<file path="src/rtl/core_pkg.sv">
// Shared fetch/control definitions: sequencer states, PC source encodings and
// the opcode constants that the fetch sequencer and control unit both decode.
package core_pkg;

    typedef enum logic [2:0] {
        ST_BOOT = 3'd0,
        ST_RUN  = 3'd1,
        ST_IMM  = 3'd2,
        ST_HALT = 3'd3,
        ST_INT1 = 3'd4,
        ST_INT2 = 3'd5
    } fetch_state_t;

    typedef enum logic [1:0] {
        PC_SEL_INC    = 2'd0,
        PC_SEL_BRANCH = 2'd1,
        PC_SEL_RESET  = 2'd2,
        PC_SEL_INTR   = 2'd3
    } pc_sel_t;

    localparam int         OPC_W_DEF   = 7;
    localparam logic [6:0] HLT_OPC_DEF = 7'b1100001;
    localparam logic [1:0] IMM_CLS_DEF = 2'b01;

endpackage

</file>
<file path="src/rtl/fetch_seq_if.sv">
// Pipeline-side signals of the fetch sequencer: decode/execute status in,
// PC and IF/ID register controls out.
interface fetch_seq_if #(
    parameter int OPC_W = 7
);
    logic [OPC_W-1:0] opcode;
    logic             instr_valid;
    logic             mem_ready;
    logic             stall_in;
    logic             branch_taken;
    logic             intr;

    logic [1:0]       pc_sel;
    logic             pc_en;
    logic             ifid_en;
    logic             ifid_flush;
    logic             imm_cycle;
    logic             pc_save;
    logic             intr_ack;
    logic             halted;

    modport master (
        output opcode, instr_valid, mem_ready, stall_in, branch_taken, intr,
        input  pc_sel, pc_en, ifid_en, ifid_flush, imm_cycle, pc_save, intr_ack, halted
    );

    modport slave (
        input  opcode, instr_valid, mem_ready, stall_in, branch_taken, intr,
        output pc_sel, pc_en, ifid_en, ifid_flush, imm_cycle, pc_save, intr_ack, halted
    );
endinterface

</file>
<file path="src/rtl/intr_latch.sv">
// Turns the level interrupt request into a single pending flag: set on a rising
// edge, cleared by the acknowledge, so a held request is serviced only once.
module intr_latch (
    input  logic clk,
    input  logic reset,
    input  logic intr,
    input  logic intr_ack,
    output logic intr_pend
);
    logic intr_q;
    logic intr_rise;

    assign intr_rise = intr & ~intr_q;

    // NOTE: non-blocking assignments keep intr_q and intr_pend sampling the
    // same pre-edge values regardless of statement order.
    always_ff @(posedge clk or negedge reset) begin
        if (!reset) begin
            intr_q    <= 1'b0;
            intr_pend <= 1'b0;
        end else begin
            intr_q    <= intr;
            intr_pend <= intr_rise | (intr_pend & ~intr_ack);
        end
    end
endmodule

</file>
<file path="src/rtl/fetch_seq.sv">
// Fetch sequencer: boot vector fetch, two-word immediates, halt, interrupt
// entry and branch redirects, all decoded in the current cycle.
module fetch_seq
    import core_pkg::*;
#(
    parameter int               OPC_W   = OPC_W_DEF,
    parameter logic [OPC_W-1:0] HLT_OPC = HLT_OPC_DEF,
    parameter logic [1:0]       IMM_CLS = IMM_CLS_DEF
) (
    input logic        clk,
    input logic        reset,
    fetch_seq_if.slave bus
);
    fetch_state_t     state_q, state_d;
    pc_sel_t          pc_sel;
    logic             pc_en, ifid_en, ifid_flush, imm_cycle, pc_save, intr_ack, halted;
    logic             intr_pend;
    logic [OPC_W-1:0] opc;
    logic             is_halt, is_imm;

    assign opc     = bus.opcode;
    assign is_halt = bus.instr_valid && (opc == HLT_OPC);
    assign is_imm  = bus.instr_valid && (opc[OPC_W-1 -: 2] == IMM_CLS);

    intr_latch u_intr_latch (
        .clk       (clk),
        .reset     (reset),
        .intr      (bus.intr),
        .intr_ack  (intr_ack),
        .intr_pend (intr_pend)
    );

    always_ff @(posedge clk or negedge reset) begin
        if (!reset) state_q <= ST_BOOT;
        else        state_q <= state_d;
    end

    // NOTE: every output and state_d gets a default before the case so no
    // path through the decode can infer a latch.
    always_comb begin
        state_d    = state_q;
        pc_sel     = PC_SEL_INC;
        pc_en      = 1'b0;
        ifid_en    = 1'b0;
        ifid_flush = 1'b0;
        imm_cycle  = 1'b0;
        pc_save    = 1'b0;
        intr_ack   = 1'b0;
        halted     = 1'b0;

        case (state_q)
            ST_BOOT: begin
                pc_sel     = PC_SEL_RESET;
                ifid_flush = 1'b1;
                pc_en      = bus.mem_ready;
                if (bus.mem_ready) state_d = ST_RUN;
            end
            ST_RUN: begin
                if (bus.branch_taken) begin
                    pc_sel     = PC_SEL_BRANCH;
                    pc_en      = 1'b1;
                    ifid_flush = 1'b1;
                end else if (bus.stall_in) begin
                    pc_en   = 1'b0;
                    ifid_en = 1'b0;
                end else if (intr_pend) begin
                    ifid_flush = 1'b1;
                    state_d    = ST_INT1;
                end else if (is_halt) begin
                    ifid_flush = 1'b1;
                    state_d    = ST_HALT;
                end else if (is_imm) begin
                    // Hold IF/ID so the opcode stays visible while its immediate arrives.
                    pc_en = bus.mem_ready;
                    if (bus.mem_ready) state_d = ST_IMM;
                end else begin
                    pc_en   = bus.mem_ready;
                    ifid_en = bus.mem_ready;
                end
            end
            ST_IMM: begin
                imm_cycle = 1'b1;
                if (bus.branch_taken) begin
                    pc_sel     = PC_SEL_BRANCH;
                    pc_en      = 1'b1;
                    ifid_flush = 1'b1;
                    state_d    = ST_RUN;
                end else begin
                    pc_en   = bus.mem_ready;
                    ifid_en = bus.mem_ready;
                    if (bus.mem_ready) state_d = ST_RUN;
                end
            end
            ST_HALT: begin
                halted = 1'b1;
                if (intr_pend) state_d = ST_INT1;
            end
            ST_INT1: begin
                pc_save    = 1'b1;
                ifid_flush = 1'b1;
                state_d    = ST_INT2;
            end
            ST_INT2: begin
                pc_sel     = PC_SEL_INTR;
                ifid_flush = 1'b1;
                pc_en      = bus.mem_ready;
                intr_ack   = bus.mem_ready;
                if (bus.mem_ready) state_d = ST_RUN;
            end
            default: state_d = ST_BOOT;
        endcase

        // While reset is held the PC must not load, even though BOOT would follow mem_ready.
        if (!reset) begin
            pc_sel     = PC_SEL_RESET;
            pc_en      = 1'b0;
            ifid_en    = 1'b0;
            ifid_flush = 1'b1;
            imm_cycle  = 1'b0;
            pc_save    = 1'b0;
            intr_ack   = 1'b0;
            halted     = 1'b0;
        end
    end

    assign bus.pc_sel     = pc_sel;
    assign bus.pc_en      = pc_en;
    assign bus.ifid_en    = ifid_en;
    assign bus.ifid_flush = ifid_flush;
    assign bus.imm_cycle  = imm_cycle;
    assign bus.pc_save    = pc_save;
    assign bus.intr_ack   = intr_ack;
    assign bus.halted     = halted;
endmodule

</file>
<file path="src/flat_wrapper.sv">
// flat-port wrapper written by rule: the top's interface ports become plain ports
module fetch_seq_flat import core_pkg::*;
#(
    parameter int               OPC_W   = OPC_W_DEF,
    parameter logic [OPC_W-1:0] HLT_OPC = HLT_OPC_DEF,
    parameter logic [1:0]       IMM_CLS = IMM_CLS_DEF
)
  (clk, reset, bus_opcode, bus_instr_valid, bus_mem_ready, bus_stall_in, bus_branch_taken, bus_intr, bus_pc_sel, bus_pc_en, bus_ifid_en, bus_ifid_flush, bus_imm_cycle, bus_pc_save, bus_intr_ack, bus_halted);
  fetch_seq_if #(.OPC_W(OPC_W)) bus_i ();
  input logic clk;
  input logic reset;
  input wire logic [$bits(bus_i.opcode)-1:0] bus_opcode;
  input wire logic [$bits(bus_i.instr_valid)-1:0] bus_instr_valid;
  input wire logic [$bits(bus_i.mem_ready)-1:0] bus_mem_ready;
  input wire logic [$bits(bus_i.stall_in)-1:0] bus_stall_in;
  input wire logic [$bits(bus_i.branch_taken)-1:0] bus_branch_taken;
  input wire logic [$bits(bus_i.intr)-1:0] bus_intr;
  output wire logic [$bits(bus_i.pc_sel)-1:0] bus_pc_sel;
  output wire logic [$bits(bus_i.pc_en)-1:0] bus_pc_en;
  output wire logic [$bits(bus_i.ifid_en)-1:0] bus_ifid_en;
  output wire logic [$bits(bus_i.ifid_flush)-1:0] bus_ifid_flush;
  output wire logic [$bits(bus_i.imm_cycle)-1:0] bus_imm_cycle;
  output wire logic [$bits(bus_i.pc_save)-1:0] bus_pc_save;
  output wire logic [$bits(bus_i.intr_ack)-1:0] bus_intr_ack;
  output wire logic [$bits(bus_i.halted)-1:0] bus_halted;
  assign bus_i.opcode = bus_opcode;
  assign bus_i.instr_valid = bus_instr_valid;
  assign bus_i.mem_ready = bus_mem_ready;
  assign bus_i.stall_in = bus_stall_in;
  assign bus_i.branch_taken = bus_branch_taken;
  assign bus_i.intr = bus_intr;
  assign bus_pc_sel = bus_i.pc_sel;
  assign bus_pc_en = bus_i.pc_en;
  assign bus_ifid_en = bus_i.ifid_en;
  assign bus_ifid_flush = bus_i.ifid_flush;
  assign bus_imm_cycle = bus_i.imm_cycle;
  assign bus_pc_save = bus_i.pc_save;
  assign bus_intr_ack = bus_i.intr_ack;
  assign bus_halted = bus_i.halted;
  fetch_seq #(.OPC_W(OPC_W), .HLT_OPC(HLT_OPC), .IMM_CLS(IMM_CLS)) u_core (.clk(clk), .reset(reset), .bus(bus_i));
endmodule
</file>
<file path="config.mk">
export PLATFORM = sky130hd
export DESIGN_NAME = fetch_seq_flat
export DESIGN_NICKNAME = d
export VERILOG_FILES = /design/src/rtl/core_pkg.sv /design/src/rtl/fetch_seq_if.sv /design/src/rtl/intr_latch.sv /design/src/rtl/fetch_seq.sv /design/src/flat_wrapper.sv
export SDC_FILE = /design/constraint.sdc
export NUM_CORES = 1
export LEC_CHECK = 0
export CAP_MARGIN = 25
export CORE_AREA = 2 2 39 41
export CTS_CLUSTER_SIZE = 16
export DETAILED_ROUTE_END_ITERATION = 7
export DIE_AREA = 0 0 41 43
export GPL_TIMING_DRIVEN = 0
export PLACE_DENSITY = 0.76
export SYNTH_ARGS = -nofsm -noshare
export SYNTH_HDL_FRONTEND = slang
export SYNTH_SLANG_ARGS = --single-unit
</file>
<file path="constraint.sdc">
create_clock -name clk -period 3.8 [get_ports clk]
set_clock_uncertainty 0.05 [all_clocks]
set_input_delay 0.57 -clock clk [delete_from_list [all_inputs] [get_ports clk]]
set_output_delay 0.57 -clock clk [all_outputs]
set_load 0.01 [all_outputs]
</file>
==> impl_metrics.toml <==
[sta]
tns_ns = 0
worstMarginPinSlew_ns = 0.3712
worst_slack_ns = 0.7533
maxSlewHeadroom = 0.7525
fmax_ghz = 0.3282
setup_viol = 0
fin_crit_sh = 0.8018
drv_slew = 0
min_period_ns = 3.047
rsz0062_at_grt = "false"
hold_violations = 0

[drt]
drc_errors = 0
drt-initial-drc-count = 16
drt_first_pass_iters = 4
detail-route-antenna-nets = 0
routed_wl_um = 1306
vias_per_cell = 5.522
vias = 624
wl_per_cell_um = 11.56

[yosys]
synth.avg_cell_area_um2 = 7.264
synthFlopType = "dfrtp_1"
syn_area_um2 = 523.0
synth-async-reset-ratio = 1.000
synth-edff-count = 0
yosys_warnings = 0
synth_nets = 86
synthCells = 72
ys_types = 35
yosysSeqAreaShare = 0.2392
ys_ff_latch = 5

[global_route]
grt-ovfl-total = 0
grt_pass1_wl_um = 2235
grt_pass1_vias = 596
grt_max_degree = 11
antenna_found_initial = 0
grt_usage = 0.1781

[placement]
routabilityCongestion = 0.8277
dp_hpwl_um = 1021
portBuffers = 21
place_ws_ns = 0.7459

[worst_setup_path]
cp_slowest_cell = "clkdlybuf4s50_1"
cpMostUsedCell = "clkdlybuf4s50_1"
crit_fanout = 10
crit_family = "buffers and inverters"
start_kind = "primary input"
crit_path_end_kind = "primary output"
max_stage_delay_ns = 0.61
arrival_ns = 2.43
critPathKind = "primary input to primary output"
crit_chain = "clkdlybuf4s50_1 > clkbuf_1 > a21bo_1 > o21ai_1 > clkdlybuf4s50_1"
path_buf_inv = 3
required_ns = 3.18

[power]
irDropWorstVdd_mv = 0.3381
pwr_density_cell_nw_per_um2 = 483.8
power_w = 0.0003771
p_leak_nw = 0.3089

[clocking]
cts-root-buf = "clkbuf_4"
hold_buffers = 0
cts_tree = "yes"
postCtsSetupRepairBufs = 0
cts.reportedPaths.clkPinSlew_ns = 0.04
cts_resized = 0
clock_latency_ns = 0.24
clkSinkCount = 5
cts_buffers = 3
htreeDepth = 1
clk_path_buf_depth = 2

[final_layout]
fillCellCount = 133
num_antenna_cells = 0
final_common_cell = "clkdlybuf4s50_1"
finalCoreUtilization = 0.5633
nets = 112
area_growth_pct = 49.04
final_cell_mix = "clkdlybuf4s50_1 (21), nand2_1 (9), nor2_1 (7)"
layout-drive-gt1-share = 0.1134

[floorplanning]
num_rows = 14
die_x_um = 41
initial_core_util = 0.3779
num_io_pins = 23
die_y_um = 43
die_area_um2 = 1763
core_region_area_um2 = 1384

[flow_run]
cap_violations = 0

[status]
status = "complete, no violations"

[min_path]
hold_class = "register to register"
cells by family after synthesis:
family	Yosys count	synth area share
simple gates	39	0.4330
compound gates	19	0.2273
buf+inv	8	0.08373
flops	5	0.2392
xor+xnor	1	0.01675
power by group:
| part | internal (W) | total, W | leakage [nW] | switching (W) |
|---|---|---|---|---|
| sequential | 0.0000687 | 0.0000859 | 0.0586 | 0.0000171 |
| combinational | 0.000115 | 0.000230 | 0.235 | 0.000116 |
| clock | 0.0000397 | 0.0000609 | 0.0150 | 0.0000213 |
| total | 0.000223 | 0.000377 | 0.309 | 0.000154 |
path summary, 6_finish.rpt:
check	start	to	slack, ns	cells past startpoint
setup / recovery	reset	bus_pc_en	0.75	5
hold / removal	u_core.u_intr_latch.intr_q	u_core.u_intr_latch.intr_pend	0.38	1
setup reg to reg	u_core.state_q[1]	u_core.state_q[2]	2.49	4
hold reg to reg	u_core.u_intr_latch.intr_q	u_core.u_intr_latch.intr_pend	0.38	1
max in group asynchronous	reset	u_core.state_q[2]	2.98	1
min in group asynchronous	reset	u_core.u_intr_latch.intr_pend	0.51	1
per-layer routing:
layer | track usage | vias up | wire (µm) | part of all wire
met5 | 0 | - | 0 | 0
met4 | 0.08000 | 0 | 0 | 0
met3 | 0.04712 | 0 | 92 | 0.070
met2 | 0.2594 | 31 | 648 | 0.50
met1 | 0.2376 | 284 | 565 | 0.43
li1 | - | 309 | - | -
flip-flops by register name, indices dropped and copies added, names as in the netlist:
signal / flops
u_core.u_intr_latch.intr_q: 1
u_core.state_q: 3
u_core.u_intr_latch.intr_pend: 1
worst reg2reg max path, stage by stage, from the launching register on:
cell and delay (ns):
dfrtp_1 0.40, nand2b_1 0.23, nor2_1 0.23, a31oi_1 0.14
and2_1 0.15
Yosys cell counts (all sizes together), types with 2 or more instances:
library cell / number / area (µm²)
and2: 3 / 18.77
inv: 3 / 11.26
nand2b: 4 / 25.02
o21ai: 6 / 33.78
nand3: 2 / 10.01
nor3: 4 / 25.02
a21oi: 5 / 25.02
o22ai: 3 / 18.77
nor4b: 2 / 23.77
nor2: 7 / 26.28
dfrtp: 5 / 125.1
nand2: 9 / 33.78
buf: 4 / 28.78
through the flow:
stage | area, µm² | cells | hold slack (ns)
global route | 779.5 | 113 | 0.4027
floorplan | 523.0 | 72 | 0.2244
global placement | 753.2 | 109 | 0.3647
finish | 779.5 | 113 | 0.3752
CTS | 779.5 | 113 | 0.3758
detailed placement | 753.2 | 109 | 0.3715
layout make-up:
type | instances | area (µm²) | share of cell area
flip-flops and latches | 5 | 125.1 | 0.1605
well taps | 16 | 20.02 | 0.02568
clock buffers | 4 | 26.28 | 0.03371
plain buffers | 5 | 32.53 | 0.04173
repair buffers | 21 | 210.2 | 0.2697
multi-input cells | 59 | 354.1 | 0.4543
inverters | 3 | 11.26 | 0.01445
Note: power is estimated with default switching activity, not from simulation.
==> edit 1 (config.mk and constraints unchanged) <==
The 6 states of `fetch_state_t` get a one-hot encoding in 6 bits.
--- a/src/rtl/core_pkg.sv
+++ b/src/rtl/core_pkg.sv
@@ -4,9 +4,9 @@
 
-    typedef enum logic [2:0] {
-        ST_BOOT = 3'd0,
-        ST_RUN  = 3'd1,
-        ST_IMM  = 3'd2,
-        ST_HALT = 3'd3,
-        ST_INT1 = 3'd4,
-        ST_INT2 = 3'd5
+    typedef enum logic [5:0] {
+        ST_BOOT = 6'b000001,
+        ST_RUN  = 6'b000010,
+        ST_IMM  = 6'b000100,
+        ST_HALT = 6'b001000,
+        ST_INT1 = 6'b010000,
+        ST_INT2 = 6'b100000
     } fetch_state_t;
Check against the original RTL: no difference found for any inputs over 10 cycles, from zero or initial values and one cycle with reset low; not proved beyond that.
==> edit 1 against the original RTL <==
Area after synthesis up 30%; worst setup slack lost 260 ps; via count increased by 21%; count of clock-buffer cells in the layout stayed put; wire length grew 41%; sequential share of layout area grew 5.3 points; power rose by 10%; sequential cell count increased by 3; final cell count grew 11%; design area rose by 21%; sequential power is 50% higher.
==> edit 1: results (changes against the original RTL) <==
[outcome]
status=finished, final reports clean  ; unchanged

[logic_synthesis]
synth_nets=97  ; was 86
synth_common_cells=nand2_1 (9), nor2_1 (9), dfrtp_1 (7)  ; was nand2_1 (9), nor2_1 (7), a21oi_1 (5), dfrtp_1 (5), nand2b_1 (4)
seq_area_frac_synth=0.297  ; was 0.239
synth_xor_area_frac=0.0258  ; was 0.0167
synth.top_cells.by_area=dfrtp_1 (26%), nand2_1 (5.0%), nor2_1 (5.0%)  ; was dfrtp_1 (24%), nand2_1 (6.5%), nor2_1 (5.0%)
synth_cell_types=40  ; was 35
synth_compound_area_frac=0.253  ; was 0.227

[routing]
vias=757  ; was 624
wirelength_mm=1.84  ; was 1.31 mm
drtIter0Drc=14  ; was 16

[place]
place.gp.congestion=0.817  ; was 0.828
pre_cts_ws_ps=481  ; was 746 ps
portBuffers=22  ; was 21

[cells_and_area]
nFillCells=145  ; was 133
fin_nets=124  ; was 112
final_layout_size_suffix_gt1_frac=0.156  ; was 0.113
reg_top3=u_core.state_q: 6 flops, u_core.u_intr_latch.intr_pend: 1 flops, u_core.u_intr_latch.intr_q: 1 flops  ; was u_core.state_q: 3 flops, u_core.u_intr_latch.intr_pend: 1 flops, u_core.u_intr_latch.intr_q: 1 flops

[setup_path]
cpPeakStageDelay_ps=540  ; was 610 ps
cp_data_arrival_time_ps=2680  ; was 2430 ps
crit_fanout=4  ; was 10
cp_top_family=simple AND/OR/NAND/NOR gates  ; was buffers and inverters
r2r_slack_ps=1870  ; was 2490 ps

[global_route]
grt_max_degree=14  ; was 11
grt_pass1_wl_mm=3.00  ; was 2.24 mm
track_usage=0.249  ; was 0.178
grt_pass1_vias=698  ; was 596

[clocking]
cts.clk_slew.worst_paths_ps=60  ; was 40 ps
cts_max_path_buffers=2  ; unchanged
root_buffer=clkbuf_4  ; unchanged
insertion_delay_ps=270  ; was 240 ps

[timing]
max_freq_mhz=303  ; was 328 MHz
hold-worst-slack_ps=373  ; was 375 ps
slew_headroom=0.523  ; was 0.753

[power]
vdd_ir_drop_max_uv=311  ; was 338 µV

==> edit 1: cell count changes after synthesis, sizes merged, moves of 2 or more <==
cell    delta
nand2b     -4
nor3b      +2
or2        +2
nor2       +3
and2       -2
o22ai      -2
a211oi     +2
or4        +2
nor3       -2
buf        -2
dfrtp      +2
==> edit 1: path summary, 6_finish.rpt <==
kind / start / to / cells after the start
min: u_core.u_intr_latch.intr_q / u_core.u_intr_latch.intr_pend / 1
min reg2reg: u_core.u_intr_latch.intr_q / u_core.u_intr_latch.intr_pend / 1
max in group asynchronous: reset / u_core.state_q[0] / 1
min in group asynchronous: reset / u_core.state_q[2] / 1
max: bus_opcode[3] / bus_ifid_flush / 6
max reg2reg: u_core.state_q[3] / u_core.state_q[0] / 5
==> edit 1: cells by family (layout without fill, tap and decap cells) <==
logic type / after synthesis / count (layout)
AOI/OAI and AO/OA: 25 / 25
xor gates and xnor gates: 2 / 2
buffers and inverters: 7 / 33
DFF: 8 / 8
and+or+nand+nor: 41 / 41
==> edit 1: final cells by class <==
| type | count | area, µm² | share of cell area |
|---|---|---|---|
| Tap cell | 16 | 20.0 | 0.0212 |
| Multi-Input combinational cell | 68 | 442 | 0.468 |
| Timing Repair Buffer | 22 | 220 | 0.233 |
| Buffer | 2 | 16.3 | 0.0172 |
| Inverter | 5 | 18.8 | 0.0199 |
| Sequential cell | 8 | 201 | 0.213 |
| Clock buffer | 4 | 26.3 | 0.0278 |
==> edit 1: worst reg2reg max path: stages (launching register included) <==
cell     delay (ps)
dfrtp_1         390
buf_6           140
or4_4           480
nor3b_1         490
nor3_1          100
a31o_1          210
==> edit 1: metrics by stage <==
step / instances / power (W) / instance area [µm²] / utilization
after CTS: 125 / 0.000413 / 945 / 0.683
after floorplan: 83 / 0.000257 / 678 / -
after detailed placement: 121 / 0.000334 / 918 / 0.664
after global placement: 121 / 0.000332 / 918 / 0.664
after global routing: 125 / 0.000437 / 945 / 0.683
final: 125 / 0.000415 / 945 / 0.683
==> edit 1: layer usage <==
layer	track usage	part of all wire
met5	0	0
met4	0.120	0.021
met3	0.0524	0.048
met2	0.391	0.51
met1	0.306	0.42
==> edit 1: report_power, final <==
part           switching (W)  total (W)  internal [W]
clock              0.0000380  0.0000788     0.0000408
combinational       0.000107   0.000207      0.000101
sequential         0.0000242   0.000129      0.000105
==> edit 2 (same settings) <==
Without the edit above. Change the package constant `OPC_W_DEF` from 7 to 14.
--- a/src/rtl/core_pkg.sv
+++ b/src/rtl/core_pkg.sv
@@ -20,3 +20,3 @@
 
-    localparam int         OPC_W_DEF   = 7;
+    localparam int         OPC_W_DEF   = 14;
     localparam logic [6:0] HLT_OPC_DEF = 7'b1100001;
Interface: changed (resized bus_opcode); port bits go from 23 to 30. The function was not compared with the original's and may differ.
==> edit 2 against the original RTL <==
Largest cell class unchanged; sequential cell count unchanged; sequential share of layout area decreased by 2.3 points; wire length grew 24%; largest power group unchanged; power increased by 2.8%; area after synthesis increased by 9.1%; design area rose by 16%; worst setup slack got worse by 26 ps; via count up 0.64%.
==> edit 2: results (changes against the original RTL) <==
[cells_and_area]
reg_top3=u_core.state_q: 3 flops, u_core.u_intr_latch.intr_pend: 1 flops, u_core.u_intr_latch.intr_q: 1 flops  ; unchanged
final_layout_size_suffix_gt1_frac=0.135  ; was 0.113
diodes=0  ; unchanged
fin_nets=118  ; was 112

[logic_synthesis]
synth_cell_types=40  ; was 35
seq_area_frac_synth=0.219  ; was 0.239
synth.top_cells.by_area=dfrtp_1 (22%), nor4b_4 (8.3%), nand2b_1 (4.4%)  ; was dfrtp_1 (24%), nand2_1 (6.5%), nor2_1 (5.0%)
synth_nets=84  ; was 86
yosys_warnings=0  ; unchanged
synth-async-reset-ratio=1.00  ; unchanged
synthFlopType=dfrtp_1  ; unchanged
synth_common_cells=dfrtp_1 (5), nor2_1 (5), nand2b_1 (4), o21ai_0 (4)  ; was nand2_1 (9), nor2_1 (7), a21oi_1 (5), dfrtp_1 (5), nand2b_1 (4)
synth_edf_count=0  ; unchanged

[timing]
worst_slew_pin_slew_ps=506  ; was 371 ps

[place]
dpl_cell_area_um2=881  ; was 753 µm²
place.gp.congestion=0.837  ; was 0.828
portBuffers=29  ; was 21
dpl.hpwl_mm=1.33  ; was 1.02 mm
pre_cts_ws_ps=713  ; was 746 ps

[global_route]
grt_use_met3=0.0314  ; was 0.0471
track_usage=0.220  ; was 0.178
grtUsageMet2=0.344  ; was 0.259
use_met1=0.285  ; was 0.238
grt_pass1_wl_mm=2.66  ; was 2.24 mm
antenna_found_initial=0  ; unchanged
grt_max_degree=15  ; was 11
grt_pass1_vias=583  ; was 596

[setup_path]
cpPeakStageDelay_ps=790  ; was 610 ps
cp_data_arrival_time_ps=2450  ; was 2430 ps
slowest_stage=clkdlybuf4s50_1  ; unchanged
cp_top_family=buffers and inverters  ; unchanged
crit_fanout=14  ; was 10

[power]
power_leakage_nw=0.364  ; was 0.309 nW
p_sw_w=0.000154  ; about the same
vdd_ir_drop_max_uv=332  ; was 338 µV

[routing]
viasPerCell=5.61  ; was 5.52
drtIter0Drc=13  ; was 16
wirelength_mm=1.62  ; was 1.31 mm
drtPass1Iterations=4  ; unchanged

[clocking]
h-tree-depth=1  ; unchanged
numCtsBuffers=3  ; unchanged
insertion_delay_ps=230
cts_setup_buffers=0  ; unchanged
cts_max_path_buffers=2  ; unchanged
cts_resized=0  ; unchanged

[min_path]
hold_class=flip-flop to flip-flop  ; unchanged

[outcome]
status=finished, final reports clean  ; unchanged

## edit 2: changes by cell type after synthesis, sizes merged, moves of 3 or more
cell   delta
nand2     -8
a21oi     -4
nor2b     +3
nor3      -3
## edit 2: power groups by stage
stage          Combinational, W   Clock, W  Sequential [W]
6_report               0.000244  0.0000579       0.0000857
5_1_grt                0.000267  0.0000631       0.0000894
4_1_cts                0.000244  0.0000619       0.0000855
3_5_place_dp           0.000243          0       0.0000862
3_3_place_gp           0.000238          0       0.0000855
2_1_floorplan          0.000154          0       0.0000806
## edit 2: cell families after synthesis
family          after synthesis  synth area share
buf+inv                       7            0.0570
xor+xnor                      1            0.0154
compound gates               21             0.311
simple gates                 29             0.397
flops                         5             0.219
## edit 2: cell type report
class	count	area, µm²
buffer	3	17.5
sequential	5	125
inverter	4	15.0
multi-input combinational	51	413
fill	129	477
tap	16	20.0
timing repair buffer	29	290
clock buffer	4	26.3
## edit 2: through the flow
step	std cells	util
floorplan	63	-
global placement	108	0.637
detailed placement	108	0.637
CTS	112	0.656
global route	112	0.656
finish	112	0.656
## edit 2: path summary, 6_finish.rpt
path	endpoint	startpoint	slack, ps	cells past startpoint
worst max-delay path	bus_ifid_en	reset	730	5
worst min-delay path	u_core.u_intr_latch.intr_pend	u_core.u_intr_latch.intr_q	380	1
worst max register to register	u_core.state_q[0]	u_core.state_q[1]	2460	4
worst min register to register	u_core.u_intr_latch.intr_pend	u_core.u_intr_latch.intr_q	380	1
max in group asynchronous	u_core.u_intr_latch.intr_q	reset	2730	1
min in group asynchronous	u_core.state_q[1]	reset	630	1
## edit 2: metal layers
metal  share of wire  routed length (µm)
met1            0.39                 640
met4               0                   0
met2            0.54                 876
met3           0.064                 104
met5               0                   0
